[src/rtl/hpdmc_rd_capture.sv]
`timescale 1ns/1ps
// hpdmc_rd_capture: opens a CAS-latency capture window per READ and packs {dq_r, dq_f} into a FWFT FIFO.
// Optional macro HPDMC_RD_CAPTURE_PIPE_EN registers the captured word once before the FIFO write port.
module hpdmc_rd_capture #(
    parameter int DQ_WIDTH     = 16,
    parameter int BURST_CYCLES = 4,
    parameter int MAX_LAT      = 7,
    parameter int LAT_W        = 3,
    parameter int FIFO_AW      = 3
) (
    input  logic                  sys_clk,
    input  logic                  sys_rst_n,
    input  logic                  read_issue,
    input  logic [LAT_W-1:0]      rd_lat,
    input  logic [DQ_WIDTH-1:0]   dq_r,
    input  logic [DQ_WIDTH-1:0]   dq_f,
    output logic [2*DQ_WIDTH-1:0] out_data,
    output logic                  out_valid,
    output logic                  out_last,
    input  logic                  out_ready,
    output logic [FIFO_AW:0]      fifo_level,
    output logic                  overflow,
    output logic                  collision,
    input  logic                  err_clr
);
    localparam int WIN_W  = MAX_LAT + BURST_CYCLES;
    localparam int WORD_W = 2 * DQ_WIDTH;
    localparam int DEPTH  = 1 << FIFO_AW;

    function automatic int clamp_lat(input logic [LAT_W-1:0] lat);
        int v;
        v = {{(32-LAT_W){1'b0}}, lat};
        if (v < 1)       v = 1;
        if (v > MAX_LAT) v = MAX_LAT;
        return v;
    endfunction

    logic [WIN_W-1:0] win, lst;
    logic [WIN_W-1:0] win_shift, lst_shift, set_win, set_lst;
    logic             collide;
    int               lat_c;

    always_comb begin
        lat_c     = clamp_lat(rd_lat);
        win_shift = win >> 1;
        lst_shift = lst >> 1;
        set_win   = '0;
        set_lst   = '0;
        if (read_issue) begin
            for (int i = 0; i < WIN_W; i++) begin
                if (i >= lat_c - 1 && i <= lat_c + BURST_CYCLES - 2) set_win[i] = 1'b1;
                if (i == lat_c + BURST_CYCLES - 2)                   set_lst[i] = 1'b1;
            end
        end
        collide = |(win_shift & set_win);
    end

    always_ff @(posedge sys_clk or negedge sys_rst_n) begin
        if (!sys_rst_n) begin
            win <= '0;
            lst <= '0;
        end else begin
            win <= win_shift | set_win;
            lst <= lst_shift | set_lst;
        end
    end

    logic              wr_req, wr_last;
    logic [WORD_W-1:0] wr_data;

`ifdef HPDMC_RD_CAPTURE_PIPE_EN
    // Stage p0: pins sampled at the window edge, FIFO written one cycle later
    logic              vld_p0, last_p0;
    logic [WORD_W-1:0] data_p0;

    always_ff @(posedge sys_clk or negedge sys_rst_n) begin
        if (!sys_rst_n) begin
            vld_p0  <= 1'b0;
            last_p0 <= 1'b0;
        end else begin
            vld_p0  <= win[0];
            last_p0 <= lst[0];
        end
    end

    always_ff @(posedge sys_clk) begin
        data_p0 <= {dq_r, dq_f};
    end

    assign wr_req  = vld_p0;
    assign wr_last = last_p0;
    assign wr_data = data_p0;
`else
    assign wr_req  = win[0];
    assign wr_last = lst[0];
    assign wr_data = {dq_r, dq_f};
`endif

    // FIFO: extra pointer MSB distinguishes full from empty
    logic [WORD_W:0]  mem [DEPTH];
    logic [FIFO_AW:0] wptr, rptr;
    logic             empty, full, rd_en, wr_en, drop;
    logic [WORD_W:0]  head;

    assign empty = (wptr == rptr);
    assign full  = (wptr[FIFO_AW] != rptr[FIFO_AW]) &&
                   (wptr[FIFO_AW-1:0] == rptr[FIFO_AW-1:0]);
    assign rd_en = out_valid && out_ready;
    assign wr_en = wr_req && (!full || rd_en);
    assign drop  = wr_req && full && !rd_en;

    always_ff @(posedge sys_clk) begin
        if (wr_en) mem[wptr[FIFO_AW-1:0]] <= {wr_last, wr_data};
    end

    always_ff @(posedge sys_clk or negedge sys_rst_n) begin
        if (!sys_rst_n) begin
            wptr      <= '0;
            rptr      <= '0;
            overflow  <= 1'b0;
            collision <= 1'b0;
        end else begin
            if (wr_en) wptr <= wptr + 1'b1;
            if (rd_en) rptr <= rptr + 1'b1;
            overflow  <= drop    | (overflow  & ~err_clr);
            collision <= collide | (collision & ~err_clr);
        end
    end

    assign head       = mem[rptr[FIFO_AW-1:0]];
    assign out_valid  = !empty;
    assign out_data   = out_valid ? head[WORD_W-1:0] : '0;
    assign out_last   = out_valid & head[WORD_W];
    assign fifo_level = wptr - rptr;

endmodule

[config.mk]
export PLATFORM = sky130hd
export DESIGN_NAME = hpdmc_rd_capture
export DESIGN_NICKNAME = d
export VERILOG_FILES = /design/src/rtl/hpdmc_rd_capture.sv
export SDC_FILE = /design/constraint.sdc
export NUM_CORES = 1
export LEC_CHECK = 0
export CAP_MARGIN = 20
export CORE_MARGIN = 2
export CORE_UTILIZATION = 63
export DETAILED_ROUTE_END_ITERATION = 8
export MAX_ROUTING_LAYER = met4
export PLACE_DENSITY = 0.84
export SYNTH_ARGS = -nofsm -noshare
export SYNTH_HDL_FRONTEND = slang
export SYNTH_SLANG_ARGS = --single-unit
export TNS_END_PERCENT = 20
[constraint.sdc]
create_clock -name sys_clk -period 8.3 [get_ports sys_clk]
set_clock_uncertainty 0.15 [all_clocks]
set_input_delay 1.66 -clock sys_clk [delete_from_list [all_inputs] [get_ports sys_clk]]
set_output_delay 1.66 -clock sys_clk [all_outputs]
set_load 0.01 [all_outputs]
==> out/qor.yml, run 1 <==
yosys:
  seq_area_frac_synth: 0.746
  synth_top_cell_by_area: "edfxtp_1"
  synth_top_family_by_area: "multiplexers"
  synth-compound-area-share: 0.0330
  synthXorXnorAreaFrac: 0.00823
  syn-num-nets: 667
  synth_warnings: 0
  syn_area_per_cell_sq_um: 19.1
  synth.distinct_cells: 44
  ys_ff_latch: 296
  netlist_instances: 612
  synth_edf_count: 264
  synthArstFlopShare: 0.108
  synth.area.mux_share: 0.129
  synthAdderAreaFrac: 0.0167
  synth-simple-area-share: 0.0430
  ys.flop_type: "edfxtp_1"
  syn-cell-area_sq_um: 11700
  synth_top_area_frac: 0.677
  synth_area_leaders: "edfxtp_1, mux4_2, dfrtp_1"
cts:
  insertion_delay_ps: 540
  cts_max_level: 1
  cts.path.max_buffers: 3
  postCtsHoldBufs: 0
  path_clk_slew_ps: 60
  cts_resized: 0
  cts_made_buffers: 28
  root_buffer: "clkbuf_16"
  cts.sink_count: 296
  cts_tree: "built"
  post_cts_buffers: 0
global_routing:
  grtUsageMet2: 0.419
  grt_max_degree: 71
  grt_pass1_wl_mm: 37.2
  use_met3: 0.0479
  grt_pass1_vias: 6414
  grt.busiest_layer: "met2"
  grt_usage: 0.263
  grt_use_met1: 0.348
  antenna_found_initial: 1
  grt_overflow: 0
critical_path:
  path_class: "reg2out"
  endpoint_kind: "output port"
  cp_max_fo: 23
  setup.worst_path.start: "rptr[0]"
  r2r_start: "rptr[0]"
  start_kind: "flip-flop"
  required_ps: 6490
  cp.arrival_ps: 3450
finish:
  mostFrequentLayoutCells: "edfxtp_1, clkdlybuf4s50_1, nand2_1"
  syn2layout_area_growth_pct: 16.9
  layout.nets: 760
  mostFrequentLayoutCell: "edfxtp_1"
  instances_no_fill: 956
  final_util: 0.756
  drive_above_1_share: 0.209
timing:
  slew_violations: 0
  tns_ps: 0
  hold_viol: 0
  worst_slew_pin_slew_ps: 1000
  fin_ws_ps: 3040
  fmax_mhz: 190
  slew_headroom: 0.331
  finalSetupViolCount: 0
  period_share: 0.633
  rsz0062_at_grt: "false"
  fin_crit_ps: 5260
route:
  via_per_inst: 6.37
  drtIter0Drc: 583
  drc_errors: 0
  dr.pass1.iters: 4
  ant_nets: 0
  wl_mm: 24.5
  num_vias: 6091
  wl_per_cell_um: 25.7
floorplan:
  dieHeight_um: 140
  core_sq_um: 18100
  initial_core_util: 0.647
  die_w_um: 140
  rows: 49
  dieArea_sq_um: 19700
  io_pins: 80
placed_design:
  dp_hpwl_mm: 12.4
  dp_slack_ps: 3580
  portBuffers: 79
  dp.cells: 903
  gp_congestion: 0.851
flow_run:
  maxCapViolations: 0
hold_path:
  timing.hold.worst.class: "reg2reg"
  min-delay-start: "lst[10]"
status:
  status: "complete, no violations"
pwr:
  p_leak_nw: 4.75
  ir_drop_mv: 0.347
  powerDensity_nw_per_um2: 400
  total_power_w: 0.00547
-- layer usage --
layer  wire length (um)  vias to the layer above
li1                   -                     2584
met1               9480                     3125
met2              12500                      312
met3               1780                       70
met4                787                        0
met5                  0                        -
-- critical path: stages, from the launching register on --
cell             delay [ps]
dfrtp_4                 610
ha_1                    400
and4_1                  710
buf_4                   480
a21oi_1                 170
clkdlybuf4s50_1         520
-- path summary, 6_finish.rpt --
kind,to,slack (ps),cells after the start
hold / removal,lst[9],290,1
min in group asynchronous,overflow,1380,2
max in group asynchronous,rptr[0],6310,2
hold reg to reg,lst[9],290,1
setup reg to reg,mem[6][3],4830,7
setup / recovery,out_data[7],3040,5
-- cells in the mapped netlist, drive strengths merged, types with 2 or more instances --
master / n
nor3: 4
xor2: 2
a22o: 2
clkbuf: 10
a21o: 9
nand2b: 4
dfrtp: 32
inv: 15
buf: 22
and2: 2
a41o: 2
nor2b: 2
a31o: 5
xnor2: 9
nand3: 6
nand4: 2
and3: 3
edfxtp: 264
a21oi: 36
nor2: 6
ha: 14
mux4: 66
nand2: 77
or2: 3
o21ai: 4
mux2: 2
-- report_power, final --
part           internal, W  total, W  switching, W
sequential         0.00204   0.00217      0.000134
combinational     0.000959   0.00204       0.00108
clock             0.000730   0.00126      0.000525
total              0.00373   0.00547       0.00174
-- kinds of logic (layout without fill, tap and decap cells) --
group / Yosys count / count (layout)
other cells: 0 / 1
compound gates: 62 / 62
flops: 296 / 296
simple gates: 112 / 112
fa+ha+maj: 15 / 15
xor+xnor: 11 / 11
buf+inv: 48 / 162
mux: 68 / 68
-- sequential cells by signal, indices dropped and copies added, names as in the netlist --
signal / flops
collision: 1
lst: 11
mem: 264
overflow: 1
rptr: 4
win: 11
wptr: 4
-- through the flow --
step | hold slack (ps) | cell area [sq um]
after CTS | 292 | 13600
after global placement | 264 | 12700
final | 291 | 13700
after global routing | 305 | 13700
after detailed placement | 272 | 12700
after floorplan | 254 | 11700
-- final cells by class --
| type | instances | area (sq um) |
|---|---|---|
| Timing Repair Buffer | 95 | 931 |
| Fill cell | 972 | 4410 |
| Inverter | 16 | 62.6 |
| Clock buffer | 39 | 835 |
| Clock inverter | 12 | 85.1 |
| Antenna cell | 1 | 2.50 |
| Multi-Input combinational cell | 268 | 2740 |
| Tap cell | 229 | 287 |
| Sequential cell | 296 | 8730 |
Power figures use the tool's default switching activity.
==> run 2: changes to the inputs <==
--- a/config.mk
+++ b/config.mk
@@ -7,10 +7,10 @@
 export LEC_CHECK = 0
 export CAP_MARGIN = 20
 export CORE_MARGIN = 2
-export CORE_UTILIZATION = 63
+export CORE_UTILIZATION = 58
 export DETAILED_ROUTE_END_ITERATION = 8
 export MAX_ROUTING_LAYER = met4
-export PLACE_DENSITY = 0.84
+export PLACE_DENSITY = 0.79
 export SYNTH_ARGS = -nofsm -noshare
 export SYNTH_HDL_FRONTEND = slang
 export SYNTH_SLANG_ARGS = --single-unit
==> constraint.sdc (replaced) <==
create_clock -name sys_clk -period 5.25 [get_ports sys_clk]
set_clock_uncertainty 0.15 [all_clocks]
set_input_delay 1.05 -clock sys_clk [delete_from_list [all_inputs] [get_ports sys_clk]]
set_output_delay 1.05 -clock sys_clk [all_outputs]
set_load 0.01 [all_outputs]
==> run 2 against run 1 <==
- final cell count grew 4.2%
- final area grew 1.0%
- power grew 60%
- clock power grew 71%
- register-to-register slack lost 2900 ps
- critical path depth is the same
- sequential share of layout area shrank 0.65 points
- first-iteration DRC count shrank 23%
- largest power group unchanged
==> out/qor.yml, run 2 (synthesis results as in run 1) <==
status:
  status: "complete, no violations"
critical_path:
  ff2ff_path_depth: 7
  slowest_stage: "dfrtp_4"
  slowest_delay_ps: 670
  crit_chain: "buf_4 > mux4_2 > nand2_1 > a21oi_1 > clkdlybuf4s50_1"
  r2r-end: "mem[4][31]"
  endpoint_kind: "output port"
  path_class: "reg2out"
  cp.arrival_ps: 3120
  cpLargestDelayFamily: "buffers and inverters"
  reg2reg_slack_ps: 1940
  cp_max_fo: 26
  required_ps: 4050
  r2r_start: "rptr[0]"
  cp_num_buf_inv: 2
  start_kind: "flip-flop"
route:
  ant_nets: 0
  via_per_inst: 5.92
  num_vias: 5895
  wl_mm: 23.7
  drc_errors: 0
  wl_per_cell_um: 23.8
  drtIter0Drc: 447
  dr.pass1.iters: 6
hold_path:
  hold_end: "lst[2]"
  holdPathStages: 1
  timing.hold.worst.class: "reg2reg"
  min-delay-start: "lst[3]"
floorplan:
  die_w_um: 146
  dieArea_sq_um: 21300
  dieHeight_um: 146
  initial_core_util: 0.595
  io_pins: 80
  core_sq_um: 19700
  rows: 51
cts:
  cts_max_level: 1
  cts.path.max_buffers: 3
  path_clk_slew_ps: 60
  cts_made_buffers: 28
  cts.sink_count: 296
  cts_resized: 0
  post_cts_buffers: 0
  cts_tree: "built"
  insertion_delay_ps: 530
  postCtsHoldBufs: 0
  root_buffer: "clkbuf_16"
flow_run:
  maxCapViolations: 0
timing:
  fin_ws_ps: 926
  rsz0062_at_grt: "false"
  worst_slew_pin_slew_ps: 1030
  finalSetupViolCount: 0
  period_share: 0.824
  tns_ps: 0
  fmax_mhz: 231
  hold_viol: 0
  slew_headroom: 0.311
  slew_violations: 0
  fin_crit_ps: 4320
finish:
  layout.nets: 763
  seq_area_sq_um: 8730
  syn2layout_area_growth_pct: 18.1
  largest_reg_flops: 264
  multi_input_area_sq_um: 2740
  mostFrequentLayoutCell: "edfxtp_1"
  drive_above_1_share: 0.210
  final_util: 0.703
  n_fill_cell: 1263
  mostFrequentLayoutCells: "edfxtp_1, clkdlybuf4s50_1, nand2_1"
global_routing:
  grt_overflow: 0
  use_met3: 0.0372
  grt_pass1_wl_mm: 36.5
  antenna_found_initial: 1
  grt_pass1_vias: 6323
  grt_use_met1: 0.313
  grtUsageMet2: 0.372
  grt.busiest_layer: "met2"
  grt_max_degree: 71
  grt_usage: 0.233
placed_design:
  dp_hpwl_mm: 13.1
  portBuffers: 79
  dp_slack_ps: 1350
  gp_congestion: 0.803
pwr:
  p_leak_nw: 4.78
  ir_drop_mv: 0.455
  powerDensity_nw_per_um2: 631
==> run 2: cell types whose count changed in the layout (fill, tap and decap cells not counted) <==
cell,previous run,this run
clkinv_1,3,5
and4_1,1,0
buf_16,1,0
and4_2,0,1
clkinv_2,8,2
bufinv_16,1,5
buf_4,15,18
clkbuf_16,30,29
clkbuf_1,4,6
buf_12,0,1
==> run 2: area by class of cell <==
cell class / count / area share
antenna: 1 / 0.000181
clock buffer: 40 / 0.0591
clock inverter: 12 / 0.0132
inverter: 16 / 0.00453
multi-input combinational: 268 / 0.198
sequential: 296 / 0.632
tap: 265 / 0.0240
timing repair buffer: 98 / 0.0685
==> run 2: through the flow <==
stage               cell area, sq um  hold slack, ps  std cells  total power, W
CTS                            13800             300        995         0.00879
finish                         13800             301        996         0.00872
global route                   13800             321        996         0.00911
floorplan                      11700             254        612         0.00532
detailed placement             12800             277        943         0.00661
global placement               12800             266        943         0.00653
==> run 2: report_power, final <==
group	total [W]	internal [W]	switching, W
registers	0.00343	0.00322	0.000215
logic	0.00315	0.00152	0.00163
clock network	0.00215	0.00132	0.000823
total	0.00872	0.00605	0.00267
==> run 2: worst max-delay path by stage <==
| stage | start | depth (start not counted) | end |
|---|---|---|---|
| 3_3_place_gp | rd_lat[2] | 11 | collision |
| 6_report | rptr[0] | 5 | out_data[6] |
| 4_1_cts | rptr[0] | 5 | out_data[6] |
| 3_5_place_dp | rd_lat[2] | 11 | collision |
| 5_1_grt | rptr[0] | 5 | out_data[6] |
| 2_1_floorplan | rptr[2] | 10 | mem[0][0] |
==> run 2: metal layers <==
layer | vias to the layer above | share of wire
li1 | 2593 | -
met1 | 3031 | 0.42
met2 | 213 | 0.50
met3 | 58 | 0.054
met4 | 0 | 0.031
met5 | - | 0
==> run 3: changes to the inputs <==
--- a/config.mk
+++ b/config.mk
@@ -7,10 +7,10 @@
 export LEC_CHECK = 0
 export CAP_MARGIN = 20
 export CORE_MARGIN = 2
-export CORE_UTILIZATION = 58
+export CORE_UTILIZATION = 53
 export DETAILED_ROUTE_END_ITERATION = 8
 export MAX_ROUTING_LAYER = met4
-export PLACE_DENSITY = 0.79
+export PLACE_DENSITY = 0.76
 export SYNTH_ARGS = -nofsm -noshare
 export SYNTH_HDL_FRONTEND = slang
 export SYNTH_SLANG_ARGS = --single-unit
==> constraint.sdc (replaced) <==
create_clock -name sys_clk -period 3.85 [get_ports sys_clk]
set_clock_uncertainty 0.15 [all_clocks]
set_input_delay 0.77 -clock sys_clk [delete_from_list [all_inputs] [get_ports sys_clk]]
set_output_delay 0.77 -clock sys_clk [all_outputs]
set_load 0.01 [all_outputs]
==> run 3 against run 2 <==
- sequential share of layout area increased by 0.17 points
- final area fell by 0.26%
- power up 33%
- worst setup slack worse by 690 ps
- clock power up 21%
- via count rose by 0.80%
- critical path type unchanged
- highest routed layer unchanged
- flip-flop and latch count unchanged
- register-to-register slack worse by 1100 ps
- critical path depth fell by 1
- sequential power grew 35%
==> out/qor.yml, run 3 (synthesis results as in run 1) <==
finish:
  largest_reg_flops: 264
  finalInstanceArea_sq_um: 13800
  syn2layout_area_growth_pct: 17.8
  layout.nets: 768
  num_antenna_cells: 0
  drive_above_1_share: 0.204
  mostFrequentLayoutCells: "edfxtp_1, clkdlybuf4s50_1, nand2_1"
  n_fill_cell: 1471
  mostFrequentLayoutCell: "edfxtp_1"
route:
  ant_nets: 0
  dr.pass1.iters: 7
  num_vias: 5942
  drc_errors: 0
  wl_mm: 23.4
  drtIter0Drc: 573
  wl_per_cell_um: 23.0
  via_per_inst: 5.84
critical_path:
  cp_max_fo: 34
  endpoint_kind: "output port"
  required_ps: 2930
  r2r-end: "mem[0][32]"
  setup.worst_path.start: "wptr[2]"
  ff2ff_path_depth: 7
  cp-endpoint: "out_data[3]"
  start_kind: "flip-flop"
  cp.arrival_ps: 2690
  reg2reg_slack_ps: 880
  r2r_start: "wptr[2]"
  path_class: "reg2out"
cts:
  cts.path.max_buffers: 3
  cts_made_buffers: 30
  post_cts_buffers: 0
  postCtsHoldBufs: 0
  path_clk_slew_ps: 60
  cts_tree: "built"
  cts.sink_count: 296
  cts_max_level: 1
  root_buffer: "clkbuf_16"
  insertion_delay_ps: 540
placed_design:
  dp_slack_ps: 211
  portBuffers: 79
  dp_hpwl_mm: 12.9
  gp_congestion: 0.898
  dpl_cell_area_sq_um: 12900
timing:
  period_share: 0.938
  fin_crit_ps: 3610
  holdWs_ps: 273
  slew_violations: 0
  fmax_mhz: 277
  tns_ps: 0
  hold_viol: 0
  worst_slew_pin_slew_ps: 747
  rsz0062_at_grt: "false"
  finalSetupViolCount: 0
  fin_ws_ps: 238
  slew_headroom: 0.500
global_routing:
  grt_pass1_vias: 6218
  grt_usage: 0.207
  grt_overflow: 0
  grt_pass1_wl_mm: 36.0
  antenna_found_initial: 0
  grt_max_degree: 71
floorplan:
  io_pins: 80
  core_sq_um: 21800
  die_w_um: 153
  rows: 54
  dieHeight_um: 153
  dieArea_sq_um: 23300
  initial_core_util: 0.538
status:
  status: "complete, no violations"
hold_path:
  min-delay-start: "lst[1]"
  timing.hold.worst.class: "reg2reg"
pwr:
  ir_drop_mv: 0.801
  powerDensity_nw_per_um2: 843
  p_leak_nw: 4.76
  total_power_w: 0.0116
flow_run:
  maxCapViolations: 0
==> run 3: metrics by stage <==
step	utilization	instances
2_1_floorplan	-	612
4_1_cts	0.632	1016
6_report	0.633	1017
3_5_place_dp	0.592	960
3_3_place_gp	0.592	960
5_1_grt	0.633	1017
==> run 3: repair_timing <==
action,4_1_cts,5_1_grt
cloned,0,1
gates resized for setup,1,1
pin swaps,0,0
setup endpoints to repair,34,1
hold endpoints to repair,0,0
==> run 3: worst min-delay path by stage <==
stage              to  slack, ps  cells after the start
4_1_cts        lst[0]        280                      1
2_1_floorplan  lst[0]        250                      1
6_report       lst[0]        270                      1
3_3_place_gp   lst[0]        270                      1
5_1_grt        lst[4]        310                      1
3_5_place_dp   lst[0]        270                      1
==> run 3: layer usage <==
layer,track usage,part of all wire,vias to the layer above
li1,-,-,2619
met1,0.281,0.41,3055
met2,0.336,0.50,229
met3,0.0336,0.068,39
met4,0.0511,0.018,0
met5,-,0,-
==> run 3: power by group <==
group,switching [W],leakage [nW],internal [W]
sequential,0.000235,2.80,0.00438
clock,0.00112,0.429,0.00148
combinational,0.00228,1.54,0.00212
==> run 3: cell type report <==
| cell class | count | area [sq um] | area share |
|---|---|---|---|
| Sequential cell | 296 | 8730 | 0.634 |
| Clock buffer | 44 | 825 | 0.0598 |
| Multi-Input combinational cell | 268 | 2750 | 0.200 |
| Timing Repair Buffer | 101 | 1010 | 0.0730 |
| Inverter | 16 | 62.6 | 0.00454 |
| Tap cell | 280 | 350 | 0.0254 |
| Clock inverter | 12 | 55.1 | 0.00399 |
==> run 3: worst max-delay path: stages, from the launching register on <==
cell	delay [ps]
dfrtp_1	480
ha_1	410
and4_4	580
a21oi_1	110
clkdlybuf4s50_1	550
